**src/rtl/dds_pkg.sv**
```systemverilog
// Shared definitions for the DDS output path: sample width, serial frame
// geometry and the DAC driver state encoding.
package dds_pkg;

  localparam int DDS_DATA_W = 8;

  typedef enum logic [2:0] {
    ST_IDLE  = 3'd0,
    ST_LEAD  = 3'd1,
    ST_HIGH  = 3'd2,
    ST_LOW   = 3'd3,
    ST_TRAIL = 3'd4,
    ST_GAP   = 3'd5
  } dds_state_e;

  function automatic int frame_bits(input int data_w, input int pad_bits);
    return data_w + pad_bits;
  endfunction

  function automatic int max_int(input int a, input int b);
    return (a > b) ? a : b;
  endfunction

endpackage

```
**src/rtl/dds_tick_counter.sv**
```systemverilog
// Restartable up-counter that flags the last cycle of a programmable-length
// interval; used for both the SCLK half-period and the inter-frame gap.
module dds_tick_counter #(
  parameter int CNT_W = 3
) (
  input  logic             CLK,
  input  logic             Rst,
  input  logic             Restart,
  input  logic [CNT_W-1:0] Len,
  output logic             Tick
);

  logic [CNT_W-1:0] cnt_r;
  logic             tick_s;

  // Tick marks the final count of the current interval.
  always_comb begin
    tick_s = (cnt_r == (Len - CNT_W'(1)));
  end

  // Count up, wrapping to zero on tick or when the owner restarts the interval.
  always_ff @(posedge CLK) begin
    if (Rst) begin
      cnt_r <= '0;
    end else if (Restart || tick_s) begin
      cnt_r <= '0;
    end else begin
      cnt_r <= cnt_r + CNT_W'(1);
    end
  end

  assign Tick = tick_s;

endmodule

```
**src/rtl/dds_dac_spi_driver.sv**
```systemverilog
// Serialises one wave-selector sample per frame into a TLC5615-style DAC,
// MSB first with zero padding, all outputs registered.
module dds_dac_spi_driver
  import dds_pkg::*;
#(
  parameter int DATA_W     = DDS_DATA_W,
  parameter int PAD_BITS   = 4,
  parameter int HALF_DIV   = 2,
  parameter int GAP_CYCLES = 4
) (
  input  logic              CLK,
  input  logic              Rst,
  input  logic              En,
  input  logic [DATA_W-1:0] Wave_Data,
  output logic              DAC_CS_N,
  output logic              DAC_SCLK,
  output logic              DAC_DIN,
  output logic              Busy,
  output logic              Frame_Done
);

  localparam int FRAME_BITS = frame_bits(DATA_W, PAD_BITS);
  localparam int BIT_W      = (FRAME_BITS > 1) ? $clog2(FRAME_BITS) : 1;
  localparam int CNT_W      = $clog2(max_int(HALF_DIV, GAP_CYCLES)) + 1;

  dds_state_e            state_r;
  logic [FRAME_BITS-1:0] shreg_r;
  logic [BIT_W-1:0]      bit_cnt_r;
  logic                  cs_n_r;
  logic                  sclk_r;
  logic                  din_r;
  logic                  busy_r;
  logic                  done_r;
  logic [CNT_W-1:0]      len_s;
  logic                  restart_s;
  logic                  tick_s;

  // The shared counter times the gap in GAP and a half-period everywhere else;
  // holding it in restart while idle gives LEAD a full-length first interval.
  always_comb begin
    if (state_r == ST_GAP) begin
      len_s = CNT_W'(GAP_CYCLES);
    end else begin
      len_s = CNT_W'(HALF_DIV);
    end
    restart_s = (state_r == ST_IDLE);
  end

  dds_tick_counter #(
    .CNT_W (CNT_W)
  ) u_tick (
    .CLK     (CLK),
    .Rst     (Rst),
    .Restart (restart_s),
    .Len     (len_s),
    .Tick    (tick_s)
  );

  // Frame sequencer with registered serial-port outputs.
  always_ff @(posedge CLK) begin
    if (Rst) begin
      state_r   <= ST_IDLE;
      shreg_r   <= '0;
      bit_cnt_r <= '0;
      cs_n_r    <= 1'b1;
      sclk_r    <= 1'b0;
      din_r     <= 1'b0;
      busy_r    <= 1'b0;
      done_r    <= 1'b0;
    end else begin
      done_r <= 1'b0;
      case (state_r)
        ST_IDLE: begin
          if (En) begin
            shreg_r   <= {Wave_Data, {PAD_BITS{1'b0}}};
            bit_cnt_r <= '0;
            cs_n_r    <= 1'b0;
            din_r     <= Wave_Data[DATA_W-1];
            busy_r    <= 1'b1;
            state_r   <= ST_LEAD;
          end
        end
        ST_LEAD: begin
          if (tick_s) begin
            sclk_r  <= 1'b1;
            state_r <= ST_HIGH;
          end
        end
        ST_HIGH: begin
          if (tick_s) begin
            sclk_r <= 1'b0;
            if (bit_cnt_r == BIT_W'(FRAME_BITS - 1)) begin
              state_r <= ST_TRAIL;
            end else begin
              shreg_r   <= shreg_r << 1;
              din_r     <= shreg_r[FRAME_BITS-2];
              bit_cnt_r <= bit_cnt_r + BIT_W'(1);
              state_r   <= ST_LOW;
            end
          end
        end
        ST_LOW: begin
          if (tick_s) begin
            sclk_r  <= 1'b1;
            state_r <= ST_HIGH;
          end
        end
        ST_TRAIL: begin
          if (tick_s) begin
            cs_n_r  <= 1'b1;
            din_r   <= 1'b0;
            done_r  <= 1'b1;
            state_r <= ST_GAP;
          end
        end
        ST_GAP: begin
          if (tick_s) begin
            busy_r  <= 1'b0;
            state_r <= ST_IDLE;
          end
        end
        default: begin
          state_r <= ST_IDLE;
          cs_n_r  <= 1'b1;
          sclk_r  <= 1'b0;
          din_r   <= 1'b0;
          busy_r  <= 1'b0;
        end
      endcase
    end
  end

  assign DAC_CS_N   = cs_n_r;
  assign DAC_SCLK   = sclk_r;
  assign DAC_DIN    = din_r;
  assign Busy       = busy_r;
  assign Frame_Done = done_r;

endmodule
```
**config.mk**
```make
export PLATFORM = sky130hd
export DESIGN_NAME = dds_dac_spi_driver
export DESIGN_NICKNAME = d
export VERILOG_FILES = /design/src/rtl/dds_pkg.sv /design/src/rtl/dds_tick_counter.sv /design/src/rtl/dds_dac_spi_driver.sv
export SDC_FILE = /design/constraint.sdc
export NUM_CORES = 1
export LEC_CHECK = 0
export CORE_MARGIN = 3
export CORE_UTILIZATION = 35
export DETAILED_ROUTE_END_ITERATION = 10
export GPL_TIMING_DRIVEN = 0
export SLEW_MARGIN = 20
export SYNTH_ARGS = -nofsm -noshare
export SYNTH_HDL_FRONTEND = slang
export SYNTH_HIERARCHICAL = 1
export SYNTH_SLANG_ARGS = --single-unit
```
**constraint.sdc**
```tcl
create_clock -name CLK -period 4 [get_ports CLK]
set_input_delay 0.4 -clock CLK [delete_from_list [all_inputs] [get_ports CLK]]
set_output_delay 0.4 -clock CLK [all_outputs]
set_load 0.01 [all_outputs]
```
==> flow_summary.json <==
{
  "hold_slack_ns": 0.482,
  "worstPathRequired_ns": 4.19,
  "finalHoldViolations": 0,
  "antenna_found_initial": 0,
  "yosysWarningCount": 6,
  "start_util": 0.382,
  "dieArea_um2": 4240,
  "grt_pass1_vias": 968,
  "ys_seq_area_frac": 0.360,
  "numClockSinks": 22,
  "cts_setup_buffers": 0,
  "first_pass_iters": 4,
  "cts_root_buffer": "clkbuf_4",
  "rr_startpoint": "state_r[2]",
  "wl_um": 2420,
  "end_kind": "flip-flop",
  "cts_max_level": 1,
  "status": "complete, no violations",
  "via_count": 959,
  "tightestPinTransition_ns": 0.562,
  "clkTransAtPathRegs_ns": 0.12,
  "async_flop_share": 0,
  "cts_tree": "yes",
  "synth_edf_count": 0,
  "num_antenna_cells": 0,
  "grt_max_degree": 13,
  "ctsResizeCount": 0,
  "drive_gt1_frac": 0.182,
  "critPathMaxFanout": 10,
  "ctsHoldBuffers": 0,
  "synthFlopType": "dfxtp_1",
  "rows": 20,
  "ys_ff_latch": 22,
  "core-area_um2": 3200,
  "yosys.area.top_type_share": 0.360,
  "track_usage": 0.131,
  "cts_inserted_buffers": 3,
  "layout_common_cells": "dfxtp_1, clkdlybuf4s50_1, nor2_1",
  "syn_area_per_cell_um2": 9.56,
  "min_to": "u_tick/cnt_r[0]",
  "die_h_um": 65.1,
  "start_kind": "flip-flop",
  "crit_type": "flip-flop to flip-flop",
  "rrSetupSlack_ns": 0.82,
  "hpwlAfterDp_um": 1820,
  "finalSetupViolations": 0,
  "worstSkewPairLatency_ns": 0.31,
  "syn_to_final_growth_pct": 20.0,
  "period_needed_ns": 3.18,
  "maxSlewViolCount": 0,
  "postRouteAntennaNets": 0,
  "r2r_end": "bit_cnt_r[3]",
  "worstRegToRegCells": 12,
  "routabilityCongestion": 0.768,
  "power_uw": 481,
  "final_nets": 163,
  "drc": 0,
  "layout_commonest_cell": "dfxtp_1",
  "clock-skew-final_ns": 0.00407,
  "yosysUniqueCellTypes": 46,
  "hp-start": "u_tick/cnt_r[0]",
  "drt-initial-drc-count": 54,
  "power.leakage_nw": 0.544,
  "rsz0062_at_grt": "no",
  "ios": 16,
  "yosys.area.top_type": "dfxtp_1",
  "die_x_um": 65.1,
  "power_density_nw_per_um2": 328,
  "cts.path.max_buffers": 2,
  "whs_path_depth": 1,
  "slew_headroom": 0.625,
  "arrival_ns": 3.37,
  "fin_crit_sh": 0.794,
  "wl_per_cell_um": 12.6,
  "syn-instance-count": 128,
  "irDropWorstVdd_uv": 207,
  "n_fill_cell": 352,
  "grt_pass1_wl_um": 4430,
  "portBuffers": 15,
  "max_freq_ghz": 0.315,
  "maxCapViolations": 0,
  "synth_area_um2": 1220,
  "synth.area.top_cells": "dfxtp_1, a211oi_2, mux2i_1",
  "fin_setup_tns_ns": 0,
  "hp-class": "flip-flop to flip-flop",
  "avgViaCountPerCell": 4.99,
  "gr-total-overflow": 0,
  "finish.utilization": 0.459
}
-- worst max-delay path: stages, from the launching register on --
cell and delay (ns):
dfxtp_1 0.48, buf_2 0.25, nor2b_1 0.27, and2_1 0.19, inv_1 0.04, inv_1 0.04
ha_1 0.23, xor2_1 0.28, and3_2 0.29, clkbuf_1 0.37, a31oi_1 0.28, a22oi_1 0.27
nor2_1 0.06
-- through the flow --
stage	worst slack (ns)	instance area (µm²)	instances
after floorplan	1.36	1230	129
after global placement	0.978	1430	188
after detailed placement	0.894	1430	188
after CTS	0.845	1470	192
after global routing	0.507	1470	192
final	0.824	1470	192
-- cells by family (layout without fill, tap and decap cells) --
logic type / count (synthesis) / in the layout / synth area share
simple gates: 45 / 45 / 0.221
other cells: 1 / 2 / 0.00306
xor+xnor: 4 / 4 / 0.0409
mux: 9 / 9 / 0.0757
fa+ha+maj: 3 / 3 / 0.0307
flops: 22 / 22 / 0.360
compound gates: 31 / 31 / 0.209
buf+inv: 13 / 32 / 0.0603
-- state kept, by name, indices dropped and copies added (netlist names) --
signal	flops
Busy	1
DAC_CS_N	1
DAC_DIN	1
DAC_SCLK	1
Frame_Done	1
bit_cnt_r	4
shreg_r	7
state_r	3
u_tick/cnt_r	3
-- Yosys cell counts, types with 2 or more instances --
master	number
buf_2	2
a21oi_1	6
mux2i_1	7
clkbuf_1	3
inv_1	5
xor2_1	2
o21ai_0	3
a22oi_1	3
nor2b_1	3
a211oi_2	6
nand2_1	6
a31oi_1	2
nand3b_1	3
ha_1	3
nor2_1	13
dfxtp_1	22
a311oi_1	3
mux2_2	2
nand2b_1	4
nor2_2	4
-- report_power, final --
part / internal (mW) / total [mW] / leakage [nW] / switching, mW
clock network: 0.0556 / 0.124 / 0.0210 / 0.0685
registers: 0.234 / 0.244 / 0.180 / 0.00995
logic: 0.0559 / 0.113 / 0.343 / 0.0572
total: 0.345 / 0.481 / 0.544 / 0.136
-- worst max path at each step --
stage | startpoint | slack (ns) | end
4_1_cts | state_r[2] | 0.84 | bit_cnt_r[3]
3_3_place_gp | state_r[2] | 0.98 | bit_cnt_r[2]
3_5_place_dp | state_r[2] | 0.89 | bit_cnt_r[3]
6_report | state_r[2] | 0.82 | bit_cnt_r[3]
5_1_grt | state_r[2] | 0.51 | bit_cnt_r[3]
2_1_floorplan | state_r[2] | 1.36 | bit_cnt_r[3]
-- area by class of cell --
class                      instances  area [µm²]  area share
buffer                             8        55.1      0.0375
inverter                           5        18.8      0.0128
tap                               44        55.1      0.0375
timing repair buffer              15         150       0.102
sequential                        22         440       0.300
multi-input combinational         94         713       0.486
clock buffer                       4        36.3      0.0247
-- metal layers --
metal  track usage  vias to the layer above  part of all wire  routed length (µm)
met5             0                        -                 0                   0
met4        0.0311                        0            0.0087                  21
met3        0.0359                        2             0.047                 113
met2         0.226                       19              0.49                1180
met1         0.161                      438              0.46                1100
li1              -                      500                 -                   -
Power figures use the tool's default switching activity.
